File: config.mk
export PLATFORM = sky130hd
export DESIGN_NAME = first_part_frame_ctrl_flat
export DESIGN_NICKNAME = d
export VERILOG_FILES = /design/src/rtl/first_part_frame_ctrl_if.sv /design/src/rtl/first_part_frame_ctrl.sv /design/src/flat_wrapper.sv
export SDC_FILE = /design/constraint.sdc
export NUM_CORES = 1
export LEC_CHECK = 0
export CAP_MARGIN = 20
export CORE_MARGIN = 4
export CORE_UTILIZATION = 45
export CTS_BUF_LIST = sky130_fd_sc_hd__clkbuf_8
export DETAILED_ROUTE_END_ITERATION = 8
export PLACE_DENSITY = 0.83
export SLEW_MARGIN = 20
export SYNTH_ARGS = -nofsm -noshare
export SYNTH_HDL_FRONTEND = slang
export SYNTH_SLANG_ARGS = --single-unit
File: constraint.sdc
create_clock -name clk -period 3.4 [get_ports clk]
set_clock_uncertainty 0.2 [all_clocks]
set_input_delay 0.68 -clock clk [delete_from_list [all_inputs] [get_ports clk]]
set_output_delay 0.68 -clock clk [all_outputs]
set_load 0.05 [all_outputs]
File: src/rtl/first_part_frame_ctrl_if.sv
// Bus bundle for first_part_frame_ctrl: pixel RAM read port plus the
// feed/return strobes of the first_part layer pipeline.
// master = frame controller, slave = RAM / pipeline side.
`timescale 1ns/1ps
interface first_part_frame_ctrl_if #(
  parameter int DATA_WIDHT = 32,
  parameter int IN_COUNT   = 2304
);
  localparam int ADDR_W = $clog2(IN_COUNT);

  logic                  mem_rd_en;
  logic [ADDR_W-1:0]     mem_addr;
  logic [DATA_WIDHT-1:0] mem_rd_data;
  logic [DATA_WIDHT-1:0] pipe_data_in;
  logic                  pipe_valid_in;
  logic                  pipe_valid_out;

  modport master (
    output mem_rd_en,
    output mem_addr,
    input  mem_rd_data,
    output pipe_data_in,
    output pipe_valid_in,
    input  pipe_valid_out
  );

  modport slave (
    input  mem_rd_en,
    input  mem_addr,
    output mem_rd_data,
    input  pipe_data_in,
    input  pipe_valid_in,
    output pipe_valid_out
  );
endinterface

File: src/rtl/first_part_frame_ctrl.sv
// first_part_frame_ctrl: frame sequencer for the two-stage conv front end.
// On start it reads one 48x48 frame from a synchronous pixel RAM, streams it
// into the layer pipeline, counts the returned output beats and reports frame
// completion. Abort cancels the frame and flushes the pipeline for a fixed time.
// Optional build macro: FRAME_CTRL_TIMEOUT_EN adds a DRAIN watchdog that
// flags err and aborts when no output beat arrives for TIMEOUT_CYCLES cycles.
`timescale 1ns/1ps
module first_part_frame_ctrl #(
  parameter int DATA_WIDHT     = 32,
  parameter int IN_COUNT       = 2304,
  parameter int OUT_COUNT      = 1936,
  parameter int FLUSH_CYCLES   = 256,
  parameter int TIMEOUT_CYCLES = 8192
) (
  input  logic                    clk,
  input  logic                    rst,
  input  logic                    i_start,
  input  logic                    i_abort,
  first_part_frame_ctrl_if.master bus,
  output logic                    o_busy,
  output logic                    o_frame_done,
  output logic                    o_out_last,
  output logic                    o_err
);

  localparam int ADDR_W  = $clog2(IN_COUNT);
  localparam int OCNT_W  = $clog2(OUT_COUNT + 1);
  localparam int FLUSH_W = (FLUSH_CYCLES > 1) ? $clog2(FLUSH_CYCLES) : 1;

  localparam logic [ADDR_W-1:0]  ADDR_LAST  = ADDR_W'(IN_COUNT - 1);
  localparam logic [OCNT_W-1:0]  OCNT_FULL  = OCNT_W'(OUT_COUNT);
  localparam logic [OCNT_W-1:0]  OCNT_LAST  = OCNT_W'(OUT_COUNT - 1);
  localparam logic [FLUSH_W-1:0] FLUSH_LAST = FLUSH_W'(FLUSH_CYCLES - 1);

  typedef enum logic [2:0] {
    ST_IDLE  = 3'd0,
    ST_FEED  = 3'd1,
    ST_DRAIN = 3'd2,
    ST_DONE  = 3'd3,
    ST_ABORT = 3'd4
  } state_t;

  state_t                r_state;
  state_t                w_state_nxt;
  logic [ADDR_W-1:0]     r_mem_addr;
  logic                  r_mem_rd_en;
  logic                  r_rd_en_d;
  logic                  r_pipe_valid_in;
  logic [DATA_WIDHT-1:0] r_pipe_data;
  logic [OCNT_W-1:0]     r_out_cnt;
  logic [FLUSH_W-1:0]    r_flush_cnt;
  logic                  r_busy;
  logic                  r_frame_done;
  logic                  r_err;

  logic w_counting;
  logic w_beat;
  logic w_full;
  logic w_final;
  logic w_cnt_inc;
  logic w_err_set;
  logic w_timeout;
  logic w_start_ok;

  // A beat is only counted in FEED/DRAIN; an abort in the same cycle wins.
  assign w_counting = ((r_state == ST_FEED) || (r_state == ST_DRAIN)) && !i_abort;
  assign w_beat     = w_counting && bus.pipe_valid_out;
  assign w_full     = (r_out_cnt == OCNT_FULL);
  assign w_final    = w_beat && (r_out_cnt == OCNT_LAST);
  assign w_cnt_inc  = w_beat && !w_full;
  assign w_start_ok = (r_state == ST_IDLE) && i_start;

`ifdef FRAME_CTRL_TIMEOUT_EN
  localparam int TO_W = (TIMEOUT_CYCLES > 1) ? $clog2(TIMEOUT_CYCLES) : 1;
  localparam logic [TO_W-1:0] TO_LAST = TO_W'(TIMEOUT_CYCLES - 1);

  logic [TO_W-1:0] r_to_cnt;

  // DRAIN idle-cycle counter: cleared outside DRAIN and on every output beat.
  always_ff @(posedge clk) begin
    if (rst) begin
      r_to_cnt <= {TO_W{1'b0}};
    end else if ((r_state != ST_DRAIN) || bus.pipe_valid_out) begin
      r_to_cnt <= {TO_W{1'b0}};
    end else begin
      r_to_cnt <= r_to_cnt + TO_W'(1);
    end
  end

  assign w_timeout = (r_state == ST_DRAIN) && !bus.pipe_valid_out && !i_abort &&
                     (r_to_cnt == TO_LAST);
`else
  // Watchdog compiled out: DRAIN never times out.
  assign w_timeout = 1'b0 && (TIMEOUT_CYCLES > 0);
`endif

  // State register.
  always_ff @(posedge clk) begin
    if (rst) begin
      r_state <= ST_IDLE;
    end else begin
      r_state <= w_state_nxt;
    end
  end

  // Next-state decode.
  always_comb begin
    w_state_nxt = r_state;
    case (r_state)
      ST_IDLE: begin
        if (i_start) begin
          w_state_nxt = ST_FEED;
        end else begin
          w_state_nxt = ST_IDLE;
        end
      end
      ST_FEED: begin
        if (i_abort) begin
          w_state_nxt = ST_ABORT;
        end else if (r_mem_addr == ADDR_LAST) begin
          // Pipeline already delivered the whole frame: skip DRAIN.
          if (w_full || w_final) begin
            w_state_nxt = ST_DONE;
          end else begin
            w_state_nxt = ST_DRAIN;
          end
        end else begin
          w_state_nxt = ST_FEED;
        end
      end
      ST_DRAIN: begin
        if (i_abort || w_timeout) begin
          w_state_nxt = ST_ABORT;
        end else if (w_final) begin
          w_state_nxt = ST_DONE;
        end else begin
          w_state_nxt = ST_DRAIN;
        end
      end
      ST_DONE: begin
        w_state_nxt = ST_IDLE;
      end
      ST_ABORT: begin
        if (r_flush_cnt == FLUSH_LAST) begin
          w_state_nxt = ST_IDLE;
        end else begin
          w_state_nxt = ST_ABORT;
        end
      end
      default: begin
        w_state_nxt = ST_IDLE;
      end
    endcase
  end

  // Error sources: stray beat outside a frame, overflow, early final beat, timeout.
  always_comb begin
    w_err_set = 1'b0;
    if (bus.pipe_valid_out && ((r_state == ST_IDLE) || (r_state == ST_DONE))) begin
      w_err_set = 1'b1;
    end else if (w_beat && w_full) begin
      w_err_set = 1'b1;
    end else if (w_final && (r_state == ST_FEED)) begin
      w_err_set = 1'b1;
    end else if (w_timeout) begin
      w_err_set = 1'b1;
    end else begin
      w_err_set = 1'b0;
    end
  end

  // Control registers: read strobe, address, beat/flush counters, status flags.
  always_ff @(posedge clk) begin
    if (rst) begin
      r_mem_rd_en  <= 1'b0;
      r_mem_addr   <= {ADDR_W{1'b0}};
      r_out_cnt    <= {OCNT_W{1'b0}};
      r_flush_cnt  <= {FLUSH_W{1'b0}};
      r_busy       <= 1'b0;
      r_frame_done <= 1'b0;
      r_err        <= 1'b0;
    end else begin
      r_mem_rd_en  <= (w_state_nxt == ST_FEED);
      r_busy       <= (w_state_nxt == ST_FEED) || (w_state_nxt == ST_DRAIN) ||
                      (w_state_nxt == ST_ABORT);
      r_frame_done <= (w_state_nxt == ST_DONE);
      r_err        <= r_err || w_err_set;

      if (w_start_ok) begin
        r_mem_addr <= {ADDR_W{1'b0}};
      end else if ((r_state == ST_FEED) && (w_state_nxt == ST_FEED)) begin
        r_mem_addr <= r_mem_addr + ADDR_W'(1);
      end else begin
        r_mem_addr <= r_mem_addr;
      end

      if (w_start_ok) begin
        r_out_cnt <= {OCNT_W{1'b0}};
      end else if (w_cnt_inc) begin
        r_out_cnt <= r_out_cnt + OCNT_W'(1);
      end else begin
        r_out_cnt <= r_out_cnt;
      end

      if (r_state != ST_ABORT) begin
        r_flush_cnt <= {FLUSH_W{1'b0}};
      end else begin
        r_flush_cnt <= r_flush_cnt + FLUSH_W'(1);
      end
    end
  end

  // Pixel path: RAM data is registered once more, valid follows the read strobe by two cycles.
  always_ff @(posedge clk) begin
    if (rst) begin
      r_rd_en_d       <= 1'b0;
      r_pipe_valid_in <= 1'b0;
      r_pipe_data     <= {DATA_WIDHT{1'b0}};
    end else begin
      r_rd_en_d       <= r_mem_rd_en;
      r_pipe_valid_in <= r_rd_en_d;
      r_pipe_data     <= bus.mem_rd_data;
    end
  end

  assign bus.mem_rd_en     = r_mem_rd_en;
  assign bus.mem_addr      = r_mem_addr;
  assign bus.pipe_data_in  = r_pipe_data;
  assign bus.pipe_valid_in = r_pipe_valid_in;
  assign o_busy            = r_busy;
  assign o_frame_done      = r_frame_done;
  assign o_err             = r_err;
  // out_last must coincide with the final beat itself, so it is decoded from the count.
  assign o_out_last        = w_final;

endmodule

File: src/flat_wrapper.sv
// flat-port wrapper written by rule: the top's interface ports become plain ports
module first_part_frame_ctrl_flat 
#(
  parameter int DATA_WIDHT     = 32,
  parameter int IN_COUNT       = 2304,
  parameter int OUT_COUNT      = 1936,
  parameter int FLUSH_CYCLES   = 256,
  parameter int TIMEOUT_CYCLES = 8192
)
  (clk, rst, i_start, i_abort, o_busy, o_frame_done, o_out_last, o_err, bus_mem_rd_en, bus_mem_addr, bus_mem_rd_data, bus_pipe_data_in, bus_pipe_valid_in, bus_pipe_valid_out);
  first_part_frame_ctrl_if #(.DATA_WIDHT(DATA_WIDHT), .IN_COUNT(IN_COUNT)) bus_i ();
  input  logic clk;
  input  logic rst;
  input  logic i_start;
  input  logic i_abort;
  output logic o_busy;
  output logic o_frame_done;
  output logic o_out_last;
  output logic o_err;
  output wire logic [$bits(bus_i.mem_rd_en)-1:0] bus_mem_rd_en;
  output wire logic [$bits(bus_i.mem_addr)-1:0] bus_mem_addr;
  input wire logic [$bits(bus_i.mem_rd_data)-1:0] bus_mem_rd_data;
  output wire logic [$bits(bus_i.pipe_data_in)-1:0] bus_pipe_data_in;
  output wire logic [$bits(bus_i.pipe_valid_in)-1:0] bus_pipe_valid_in;
  input wire logic [$bits(bus_i.pipe_valid_out)-1:0] bus_pipe_valid_out;
  assign bus_mem_rd_en = bus_i.mem_rd_en;
  assign bus_mem_addr = bus_i.mem_addr;
  assign bus_i.mem_rd_data = bus_mem_rd_data;
  assign bus_pipe_data_in = bus_i.pipe_data_in;
  assign bus_pipe_valid_in = bus_i.pipe_valid_in;
  assign bus_i.pipe_valid_out = bus_pipe_valid_out;
  first_part_frame_ctrl #(.DATA_WIDHT(DATA_WIDHT), .IN_COUNT(IN_COUNT), .OUT_COUNT(OUT_COUNT), .FLUSH_CYCLES(FLUSH_CYCLES), .TIMEOUT_CYCLES(TIMEOUT_CYCLES)) u_core (.clk(clk), .rst(rst), .i_start(i_start), .i_abort(i_abort), .bus(bus_i), .o_busy(o_busy), .o_frame_done(o_frame_done), .o_out_last(o_out_last), .o_err(o_err));
endmodule
== Word-level counts from Yosys, hierarchy flattened ==
Cells that the tools add are included.

* Reduce and logical (&&, ||, !) cells: 20
* Add/sub/neg operators: 3
* Muxes and demuxes: 11
* Equal/unequal tests: 13

{| class="wikitable"
|+ Operator list
! kind !! number
|-
| $eq A11 B11 Y1 const B || 2
|-
| $add A12 B1 Y12 const B || 1
|-
| $eq A12 B12 Y1 const B || 1
|-
| $eq A3 B2 Y1 const B || 4
|-
| $pmux W3 S4 || 1
|-
| $add A11 B1 Y11 const B || 1
|-
| $logic_and A1 B1 Y1 || 9
|-
| $mux W3 || 3
|-
| $add A8 B1 Y8 const B || 1
|-
| $eq A8 B8 Y1 const B || 1
|-
| $eq A3 B1 Y1 const B || 2
|-
| $eq A3 B3 Y1 const B || 2
|-
| $logic_or A1 B1 Y1 || 6
|-
| $mux W1 || 6
|-
| $reduce_or A2 Y1 || 2
|-
| $logic_not A3 Y1 || 1
|-
| $ne A3 B3 Y1 const B || 1
|-
| $logic_not A1 Y1 || 2
|-
| $mux W2 || 1
|}

* Logic and storage cells: 58
* Register bits: 72
* Input port bits: 37
* Output and inout bits: 50

== Depth between registers and ports, before layout ==
* Depth in word-level cells: 13
* Depth in mapped cells: 7
* Mapped depth without buffers: 7

== Worst setup path before layout ==
Ideal clock, no wire load.

* Path kind: input -> output
* From: input i_abort
* To: output o_out_last
* Required time: 2.520 ns
* Data arrival time: 2.428 ns
* Buffers on the path: 1
* Cell stages on the path: 4
* Slack: 0.092 ns
* Cells stage by stage: clkbuf_2 -> nor3b_2 -> nand4_1 -> nor3_1

* Longest elaborated chain between the ends: 4

{| class="wikitable"
|+ Ends and longest elaborated chain
! what !! line !! RTL
|-
| start, declared || flat_wrapper.sv:15 || <nowiki>input logic i_abort;</nowiki>
|-
| $logic_not A1 Y1 || first_part_frame_ctrl.sv:66 || <nowiki>assign w_counting = ((r_state == ST_FEED) || (r_state == ST_DRAIN)) && !i_abort;</nowiki>
|-
| $logic_and A1 B1 Y1 || first_part_frame_ctrl.sv:66 ||
|-
| $logic_and A1 B1 Y1 || first_part_frame_ctrl.sv:67 || <nowiki>assign w_beat = w_counting && bus.pipe_valid_out;</nowiki>
|-
| $logic_and A1 B1 Y1 || first_part_frame_ctrl.sv:69 || <nowiki>assign w_final = w_beat && (r_out_cnt == OCNT_LAST);</nowiki>
|-
| end, declared || flat_wrapper.sv:18 || <nowiki>output logic o_out_last;</nowiki>
|}

No other way between the ends.

== Worst setup path after layout ==
* From: input bus_pipe_valid_out
* To: output o_out_last

* Longest elaborated chain between the ends: 2

{| class="wikitable"
|+ Ends and longest elaborated chain
! what !! line !! RTL
|-
| start, declared || flat_wrapper.sv:25 || <nowiki>input wire logic [$bits(bus_i.pipe_valid_out)-1:0] bus_pipe_valid_out;</nowiki>
|-
| $logic_and A1 B1 Y1 || first_part_frame_ctrl.sv:67 ||
|-
| $logic_and A1 B1 Y1 || first_part_frame_ctrl.sv:69 ||
|}

No other way between the ends.

==> results.py <==
metrics = {
    "run_status": {
        "status": "complete, no violations",
    },
    "critical_path": {
        "critical_path.endpoint": "o_out_last",
        "critical-path-top-delay-family": "simple AND/OR/NAND/NOR gates",
        "worstPathBufferInverterCount": 2,
        "critPathMaxStageDelay_ps": 500,
        "critical_path.endpoint_type": "output pin",
        "critical_path.cell_chain": "clkdlybuf4s50_1, nor3b_2, nand4_1, nor3_1, buf_12",
        "cp_max_delay_cell": "clkdlybuf4s50_1",
        "reg2reg_slack_ps": 1130,
        "crit_cells": 5,
        "worst_setup_path_startpoint": "bus_pipe_valid_out",
        "critical_path_class": "input pin to output pin",
        "reg2reg_depth": 4,
        "critPathLaunchType": "input pin",
        "r2r_end": "u_core.bus.mem_addr[6]",
        "worstReg2RegStart": "u_core.r_state[0]",
        "arrival_ps": 2240,
        "cp_data_required_time_ps": 2520,
        "critical_path_peak_fanout": 7,
    },
    "synthesis": {
        "register_bit_total_from_synthesis": 72,
        "synth_top_cell_by_area": "dfxtp_1",
        "seq_area_frac_synth_pct": 47.80,
        "netlist.area_leader.share_pct": 47.80,
        "synthesis.area_sq_um": 3015,
        "commonest_cells_in_the_netlist": "dfxtp_1 (72), nor2b_1 (36), nand2_1 (21), nor2_1 (21), or3_1 (12)",
        "synthesis.nets": 341,
        "most_frequently_used_cell_type_in_the_post_synthesis_netlist": "dfxtp_1",
        "asyncSetResetFlopFracSynth_pct": 0,
        "postSynthCellCount": 300,
        "synth_flop_cell": "dfxtp_1",
        "synth.avg_cell_area_sq_um": 10.05,
        "synth.yosys.warnings": 0,
        "synth-edff-count": 0,
        "synth.distinct_cells": 59,
        "synthTopCellsByArea": "dfxtp_1 (48%), nor2b_1 (7.5%), mux2i_1 (3.7%), xnor2_1 (3.2%), nand2_1 (2.6%)",
    },
    "routing": {
        "route.detailed.vias_per_inst": 5.132,
        "detail_route.iter0.violations": 92,
        "route.detailed.wl_per_inst_um": 14.41,
        "dr.pass1.iters": 4,
        "drcViolationCount": 0,
        "routed_wl_um": 6745,
        "via_count": 2402,
        "ant_nets": 0,
    },
    "floorplanning": {
        "floorplan.initialDensity_pct": 46.95,
        "die_w_um": 89.86,
        "boundaryPins": 87,
        "core_region_area_sq_um": 6422,
        "die-area_sq_um": 8075,
        "std_cell_rows": 29,
        "die_h_um": 89.86,
    },
    "timing": {
        "worst_slew_pin_slew_ps": 865.7,
        "final-hold-violation-count": 0,
        "relSlewSlack_pct": 42.28,
        "hold-worst-slack_ps": 236.0,
        "timing.fmax_mhz": 320.9,
        "fin_ws_ps": 284.1,
        "fin_tns_setup_ps": 0,
        "grt_setup_unrepaired": "no",
        "fin_crit_sh_pct": 91.65,
        "setup_viol": 0,
        "period_minus_slack_ps": 3116,
        "drv_slew": 0,
    },
    "global_routing": {
        "grt_pass1_wl_um": 11190,
        "antenna_found_initial": 0,
        "gr-usage-all-layers_pct": 17.13,
        "first_global_vias": 2287,
        "grt_overflow": 0,
        "grt_max_degree": 54,
    },
    "final_layout": {
        "layout.nets": 428,
        "insertedDiodeCount": 0,
        "finalInstanceArea_sq_um": 4101,
        "syn_to_final_growth_pct": 36.02,
        "share_of_post_route_cells_with_drive_strength_above_1_pct": 11.00,
    },
    "placement": {
        "hpwlAfterDp_um": 4840,
        "io_buffers": 86,
        "area_after_dpl_sq_um": 3930,
        "place_ws_ps": 280.7,
        "place_congestion": 0.9116,
    },
    "cts": {
        "cts_tree": "yes",
        "hold_buffers": 0,
        "clkSlewWorstSetupHoldPaths_ps": 70,
        "clock_latency_ps": 350,
        "cts_resized": 0,
        "clock_tree_buf_depth": 2,
        "cts_buffers": 9,
        "cts.sinks": 72,
        "post_cts.repair.setup_buffers": 0,
        "cts_root_buf": "clkbuf_8",
        "h-tree-depth": 3,
    },
    "power_and_ir_drop": {
        "power_per_cell_area_nw_per_um2": 425.1,
        "cellLeakagePower_uw": 0.001438,
        "irDropWorstVdd_uv": 265.0,
        "power.total_uw": 1743,
    },
    "min_path": {
        "worstHoldPathType": "flip-flop to flip-flop",
        "hold-path-cell-count": 1,
    },
    "run": {
        "drv_cap": 0,
    },
}
## registers in the layout, indices dropped and copies added (netlist names), 3 cells and up
register / cells
u_core.r_state: 3
u_core.r_out_cnt: 11
u_core.bus.pipe_data_in: 32
u_core.bus.mem_addr: 12
u_core.r_flush_cnt: 8
## power by group
group	switching, uW	internal, uW
Clock	313	279
Sequential	13.0	871
Combinational	157	111
## layout by cell type (no fill, tap or decap), types with 4 or more instances in the layout
cell             instances
clkdlybuf4s50_1         84
dfxtp_1                 72
nor2b_1                 36
nand2_1                 21
nor2_1                  21
or3_1                   12
xnor2_1                 11
mux2i_1                 11
nor3_1                  10
nand3_1                 10
clkbuf_8                10
a21oi_1                  7
nand4_1                  5
inv_1                    4
ha_1                     4
buf_4                    4
## metrics by stage
step | instances | utilization (%)
floorplan | 300 | -
global route | 468 | 63.86
finish | 468 | 63.86
detailed placement | 453 | 61.19
global placement | 453 | 61.19
CTS | 468 | 63.86
## kinds of logic (layout without fill, tap and decap cells)
group,after synthesis,count (layout),synth area share (%)
simple gates,154,154,31.16
flops,72,72,47.80
compound gates,27,27,8.341
buf+inv,18,109,3.070
xor+xnor,14,14,4.316
mux,11,11,3.652
fa+ha+maj,4,4,1.660
## per-layer routing
layer | routed length, um | track usage, %
met1 | 3119 | 21.69
met2 | 3250 | 27.51
met3 | 292 | 5.676
met4 | 83 | 5.867
met5 | 0 | 0
## how the worst min path moves through the flow
stage	startpoint	endpoint
after detailed placement	u_core.r_flush_cnt[0]	u_core.r_flush_cnt[0]
after floorplan	u_core.r_flush_cnt[0]	u_core.r_flush_cnt[0]
after global routing	u_core.r_rd_en_d	u_core.bus.pipe_valid_in
after global placement	u_core.r_rd_en_d	u_core.bus.pipe_valid_in
after CTS	u_core.r_flush_cnt[0]	u_core.r_flush_cnt[0]
final	u_core.r_flush_cnt[0]	u_core.r_flush_cnt[0]
## layout make-up
type / count / area (sq um)
repair buffers: 90 / 895.9
multi-input cells: 210 / 1481
well taps: 77 / 96.34
inverters: 4 / 15.01
fillers: 534 / 2321
clock inverters: 5 / 33.78
clock buffers: 10 / 137.6
flip-flops and latches: 72 / 1441
## worst register-to-register path, cell delays in order, from the launching register on
cell,delay [ps]
dfxtp_1,460
nor4b_2,710
a21oi_2,230
a2111oi_4,410
mux2i_1,210
(Power assumes the default switching activity.)
